==> config.mk <==
export PLATFORM = sky130hd
export DESIGN_NAME = aukv_pipe_ctrl
export DESIGN_NICKNAME = d
export VERILOG_FILES = /design/src/rtl/aukv_pipe_ctrl.sv
export SDC_FILE = /design/constraint.sdc
export NUM_CORES = 1
export LEC_CHECK = 0
export CORE_AREA = 2 2 92 50
export DETAILED_ROUTE_END_ITERATION = 16
export DIE_AREA = 0 0 94 52
export PLACE_DENSITY = 0.52
export SYNTH_ARGS = -nofsm -noshare
export SYNTH_HDL_FRONTEND = slang
export SYNTH_SLANG_ARGS = --single-unit
==> constraint.sdc <==
create_clock -name i_clk -period 4.5 [get_ports i_clk]
set_input_delay 0.9 -clock i_clk [delete_from_list [all_inputs] [get_ports i_clk]]
set_output_delay 0.9 -clock i_clk [all_outputs]
set_load 0.02 [all_outputs]
==> src/rtl/aukv_pipe_ctrl.sv <==
// aukv_pipe_ctrl: RV32I hazard controller - EX/MEM scoreboard, forwarding selects, load-use/branch/dmem stalls.
// Forwarding is built only with AUKV_FWD_EN defined; otherwise every RAW hazard stalls.
module aukv_pipe_ctrl #(
    parameter int RF_AW = 5
) (
    input  logic             i_clk,
    input  logic             i_rstn,
    input  logic             i_id_valid,
    input  logic [RF_AW-1:0] i_id_rs1_addr,
    input  logic [RF_AW-1:0] i_id_rs2_addr,
    input  logic             i_id_rs1_used,
    input  logic             i_id_rs2_used,
    input  logic [RF_AW-1:0] i_id_rd_addr,
    input  logic             i_id_wb_we,
    input  logic             i_id_is_load,
    input  logic             i_br_taken,
    input  logic             i_dmem_busy,
    output logic [1:0]       o_rs1_fwsel,
    output logic [1:0]       o_rs2_fwsel,
    output logic             o_stall_if,
    output logic             o_stall_id,
    output logic             o_stall_ex,
    output logic             o_flush_id,
    output logic             o_flush_ex,
    output logic [1:0]       o_state
);
    typedef enum logic [1:0] {RUN = 2'd0, LDUSE = 2'd1, FLUSH = 2'd2, MEMWAIT = 2'd3} state_t;

    state_t           state, state_nxt;
    logic             ex_v, ex_we, ex_ld, mem_v, mem_we;
    logic [RF_AW-1:0] ex_rd, mem_rd;
    logic             use1, use2, ex_hit1, ex_hit2, mem_hit1, mem_hit2, ld_hit, hazard;

    assign use1     = i_id_valid && i_id_rs1_used && (i_id_rs1_addr != '0);
    assign use2     = i_id_valid && i_id_rs2_used && (i_id_rs2_addr != '0);
    assign ex_hit1  = use1 && ex_v && ex_we && (ex_rd == i_id_rs1_addr);
    assign ex_hit2  = use2 && ex_v && ex_we && (ex_rd == i_id_rs2_addr);
    assign mem_hit1 = use1 && mem_v && mem_we && (mem_rd == i_id_rs1_addr);
    assign mem_hit2 = use2 && mem_v && mem_we && (mem_rd == i_id_rs2_addr);
    assign ld_hit   = ex_ld && (ex_hit1 || ex_hit2);

`ifdef AUKV_FWD_EN
    logic [1:0] rs1_fw, rs2_fw;
    assign hazard = ld_hit;
    assign rs1_fw = ex_hit1 ? 2'd1 : mem_hit1 ? 2'd2 : 2'd0;
    assign rs2_fw = ex_hit2 ? 2'd1 : mem_hit2 ? 2'd2 : 2'd0;
    always_ff @(posedge i_clk or negedge i_rstn) begin
        if (!i_rstn) begin
            o_rs1_fwsel <= 2'd0;
            o_rs2_fwsel <= 2'd0;
        end else if (!o_stall_ex) begin
            o_rs1_fwsel <= o_flush_ex ? 2'd0 : rs1_fw;
            o_rs2_fwsel <= o_flush_ex ? 2'd0 : rs2_fw;
        end
    end
`else
    assign hazard      = ld_hit || ex_hit1 || ex_hit2 || mem_hit1 || mem_hit2;
    assign o_rs1_fwsel = 2'd0;
    assign o_rs2_fwsel = 2'd0;
`endif

    // Outputs follow the state being entered so a hazard is acted on in the cycle it is seen.
    always_comb begin
        state_nxt  = RUN;
        o_stall_if = 1'b0;
        o_stall_id = 1'b0;
        o_stall_ex = 1'b0;
        o_flush_id = 1'b0;
        o_flush_ex = 1'b0;
        state_nxt  = i_dmem_busy ? MEMWAIT : i_br_taken ? FLUSH : hazard ? LDUSE : RUN;
        o_stall_if = i_rstn && (state_nxt == MEMWAIT || state_nxt == LDUSE);
        o_stall_id = i_rstn && (state_nxt == MEMWAIT || state_nxt == LDUSE);
        o_stall_ex = i_rstn && (state_nxt == MEMWAIT);
        o_flush_id = i_rstn && (state_nxt == FLUSH);
        o_flush_ex = i_rstn && (state_nxt == FLUSH || state_nxt == LDUSE);
    end

    always_ff @(posedge i_clk or negedge i_rstn) begin
        if (!i_rstn) begin
            state  <= RUN;
            ex_v   <= 1'b0;
            ex_we  <= 1'b0;
            ex_ld  <= 1'b0;
            ex_rd  <= '0;
            mem_v  <= 1'b0;
            mem_we <= 1'b0;
            mem_rd <= '0;
        end else begin
            state <= state_nxt;
            if (!o_stall_ex) begin
                ex_v   <= i_id_valid && !o_flush_ex;
                ex_we  <= i_id_wb_we;
                ex_ld  <= i_id_is_load;
                ex_rd  <= i_id_rd_addr;
                mem_v  <= ex_v;
                mem_we <= ex_we;
                mem_rd <= ex_rd;
            end
        end
    end

    assign o_state = state;
endmodule
==> metrics.cfg <==
[sta]
finalSetupViolCount=0
finalWorstSetupSlack_ns=0.445
skew_ns=0.00213
rsz0062_at_grt=no
report.final.slew_viol_count=0
finalCritPeriodShare_pct=90.1
hold-worst-slack_ns=0.505
fmax_mhz=247
layout_min_cycle_time_ns=4.06
hold_viol_final=0
setup_tns_ns=0

[logic_synthesis]
synth_top_family_by_area=XOR/XNOR gates
synth_xor_area_share_pct=17.9
yosys.area_share.adder_pct=0
ys_ff_latch=16
synth_compound_area_share_pct=9.35
avgSynthCellArea_um2=11.1
synthMuxAreaShare_pct=15.0
yosysWarningCount=0
synth.cell_area_um2=977
synth_cell_types=24
syn-instance-count=88
synth-simple-area-share_pct=10.9
yosysSeqAreaShare_pct=41.0

[critical_path]
path_buf_inv=2
worstPathCellList=clkdlybuf4s50_1, xor2_1, nor4_1, a22oi_1, o22a_2, o21ai_1, clkdlybuf4s50_1
slowest_stage=clkdlybuf4s50_1
cpLargestDelayFamily=buffers and inverters
crit_path_max_fanout=3
cp.arrival_ns=3.16
worst_r2r_path_depth=5
crit_path_start_kind=input pin
cpPeakStageDelay_ns=0.64
worst-r2r-setup-slack_ns=2.98
worst_path_most_repeated_cell=clkdlybuf4s50_1
path_class=in -> out
r2r-end=o_state[0]$_DFF_PN0_
cp.required_ns=3.60
cp-end-kind=output port
reg2reg_from=ex_rd[0]$_DFFE_PN0N_
startpoint=i_id_rs2_addr[2]

[clock_network]
cts_root_buffer=clkbuf_8
worstSkewPairLatency_ns=0.25
h-tree-depth=1
path_clk_slew_ns=0.06
cts_buffers=3
postCtsSetupBuffers=0
cts_sinks=16
postCtsHoldBufs=0
tritoncts=yes
cts.path.max_buffers=2
cts-resized-gates=0

[job]
maxCapViolCount=0

[grt]
overflow=0
grtUsageMet2_pct=15.2
grt_pass1_wl_um=3700
grt_pass1_vias=771
antenna_found_initial=0
busiest_layer=met2
track_usage_pct=10.3
met3_usage_pct=4.35
grt_max_degree=18
use_met1_pct=13.9

[floorplan]
die_area_um2=4890
die_h_um=52
fp-row-count=17
core_region_area_um2=4150
initial_core_util_pct=23.6
ios=35
chipWidth_um=94

[place]
gp_congestion=0.809
dp_slack_ns=0.428
dp.cells=173
io_buffer_count=29
dpl_cell_area_um2=1320
dp_hpwl_um=1920

[route]
drt-initial-drc-count=11
dr.pass1.iters=3
avgRoutedWirePerCell_um=13.4
wl_um=2350
vias=732
drc=0
vias_per_cell=4.16
ant_nets=0

[finish]
num_antenna_cells=0
stdcell_area_um2=1360
fillers=431
area_growth_pct=39.6
multiInputGateArea_um2=534
final_cells=176
regArea_um2=400
final_nets=145
drive_gt1_share_pct=12.6

[power_and_ir_drop]
ir_worst_vdd_mv=0.0776
p_leak_nw=0.547
p_per_area_nw_per_um2=270

[worst_hold_path]
whs_path_depth=1
holdCritStartpoint=mem_we$_DFFE_PN0N_
min_path_type=reg -> reg
hold_end=mem_we$_DFFE_PN0N_

[run_status]
status=finished clean

==> synth_stat cells <==
cell type   n  area [um2]
xor2_1     20         175
dfrtp_1    16         400
mux2_1     12         135
nor2_1      6        22.5
buf_4       5        37.5
nand2_1     5        18.8
a22oi_1     2        15.0
inv_1       2        7.51
nor4_1      2        12.5
nor4_2      2        25.0
o211ai_2    2        25.0
or4_1       2        15.0
a21oi_2     1        8.76
buf_2       1        5.00
conb_1      1        3.75
inv_2       1        3.75
mux2_2      1        11.3
nand2b_1    1        6.26
o211ai_1    1        7.51
o21ai_1     1        5.00
o21bai_2    1        11.3
o221ai_1    1        8.76
o22a_2      1        10.0
or2_2       1        6.26
==> cell families after synthesis <==
group,after synthesis
xor+xnor,20
buf+inv,9
other cells,1
flops,16
simple gates,19
mux,13
compound gates,10
==> through the flow <==
stage          total power (W)  utilization, %
4_1_cts               0.000376            32.9
6_report              0.000368            32.9
3_3_place_gp          0.000262            31.9
2_1_floorplan         0.000222               -
5_1_grt               0.000390            32.9
3_5_place_dp          0.000265            31.9
==> routing by layer <==
| layer | up-vias | wire, um |
|---|---|---|
| met5 | - | 0 |
| met4 | 0 | 8 |
| met3 | 2 | 172 |
| met2 | 24 | 941 |
| met1 | 348 | 1230 |
| li1 | 358 | - |
==> cell usage in the layout (no fill, tap or decap), types with 3 or more instances in the layout <==
cell | netlist | routed
clkdlybuf4s50_1 | 0 | 29
conb_1 | 1 | 4
nand2_1 | 5 | 5
mux2_1 | 12 | 12
xor2_1 | 20 | 20
clkbuf_8 | 0 | 3
dfrtp_1 | 16 | 16
nor2_1 | 6 | 6
==> registers in the layout, summed over array words and instances, names as in the netlist <==
register and flops:
ex_rd 5, ex_v 1, ex_we 1, mem_rd 5, mem_v 1, mem_we 1
o_state 2
==> final cells by class <==
cell class              instances  area share (%)
clock buffers                   3            3.03
well taps                      57            5.23
flip-flops and latches         16            29.4
multi-input cells              66            39.2
repair buffers                 31            22.4
inverters                       3           0.826
==> power by group <==
part	internal, W	switching (W)	total (W)
Combinational	0.0000474	0.0000417	0.0000891
Clock	0.0000593	0.0000466	0.000106
Sequential	0.000158	0.0000149	0.000173
==> how the worst max path moves through the flow <==
stage	endpoint	slack (ns)	cells after the start
global placement	o_stall_id	0.49	7
finish	o_stall_if	0.44	7
global route	o_stall_if	0.35	7
floorplan	o_stall_if	1.30	6
CTS	o_stall_if	0.43	7
detailed placement	o_stall_if	0.43	7
(Power assumes the default switching activity.)
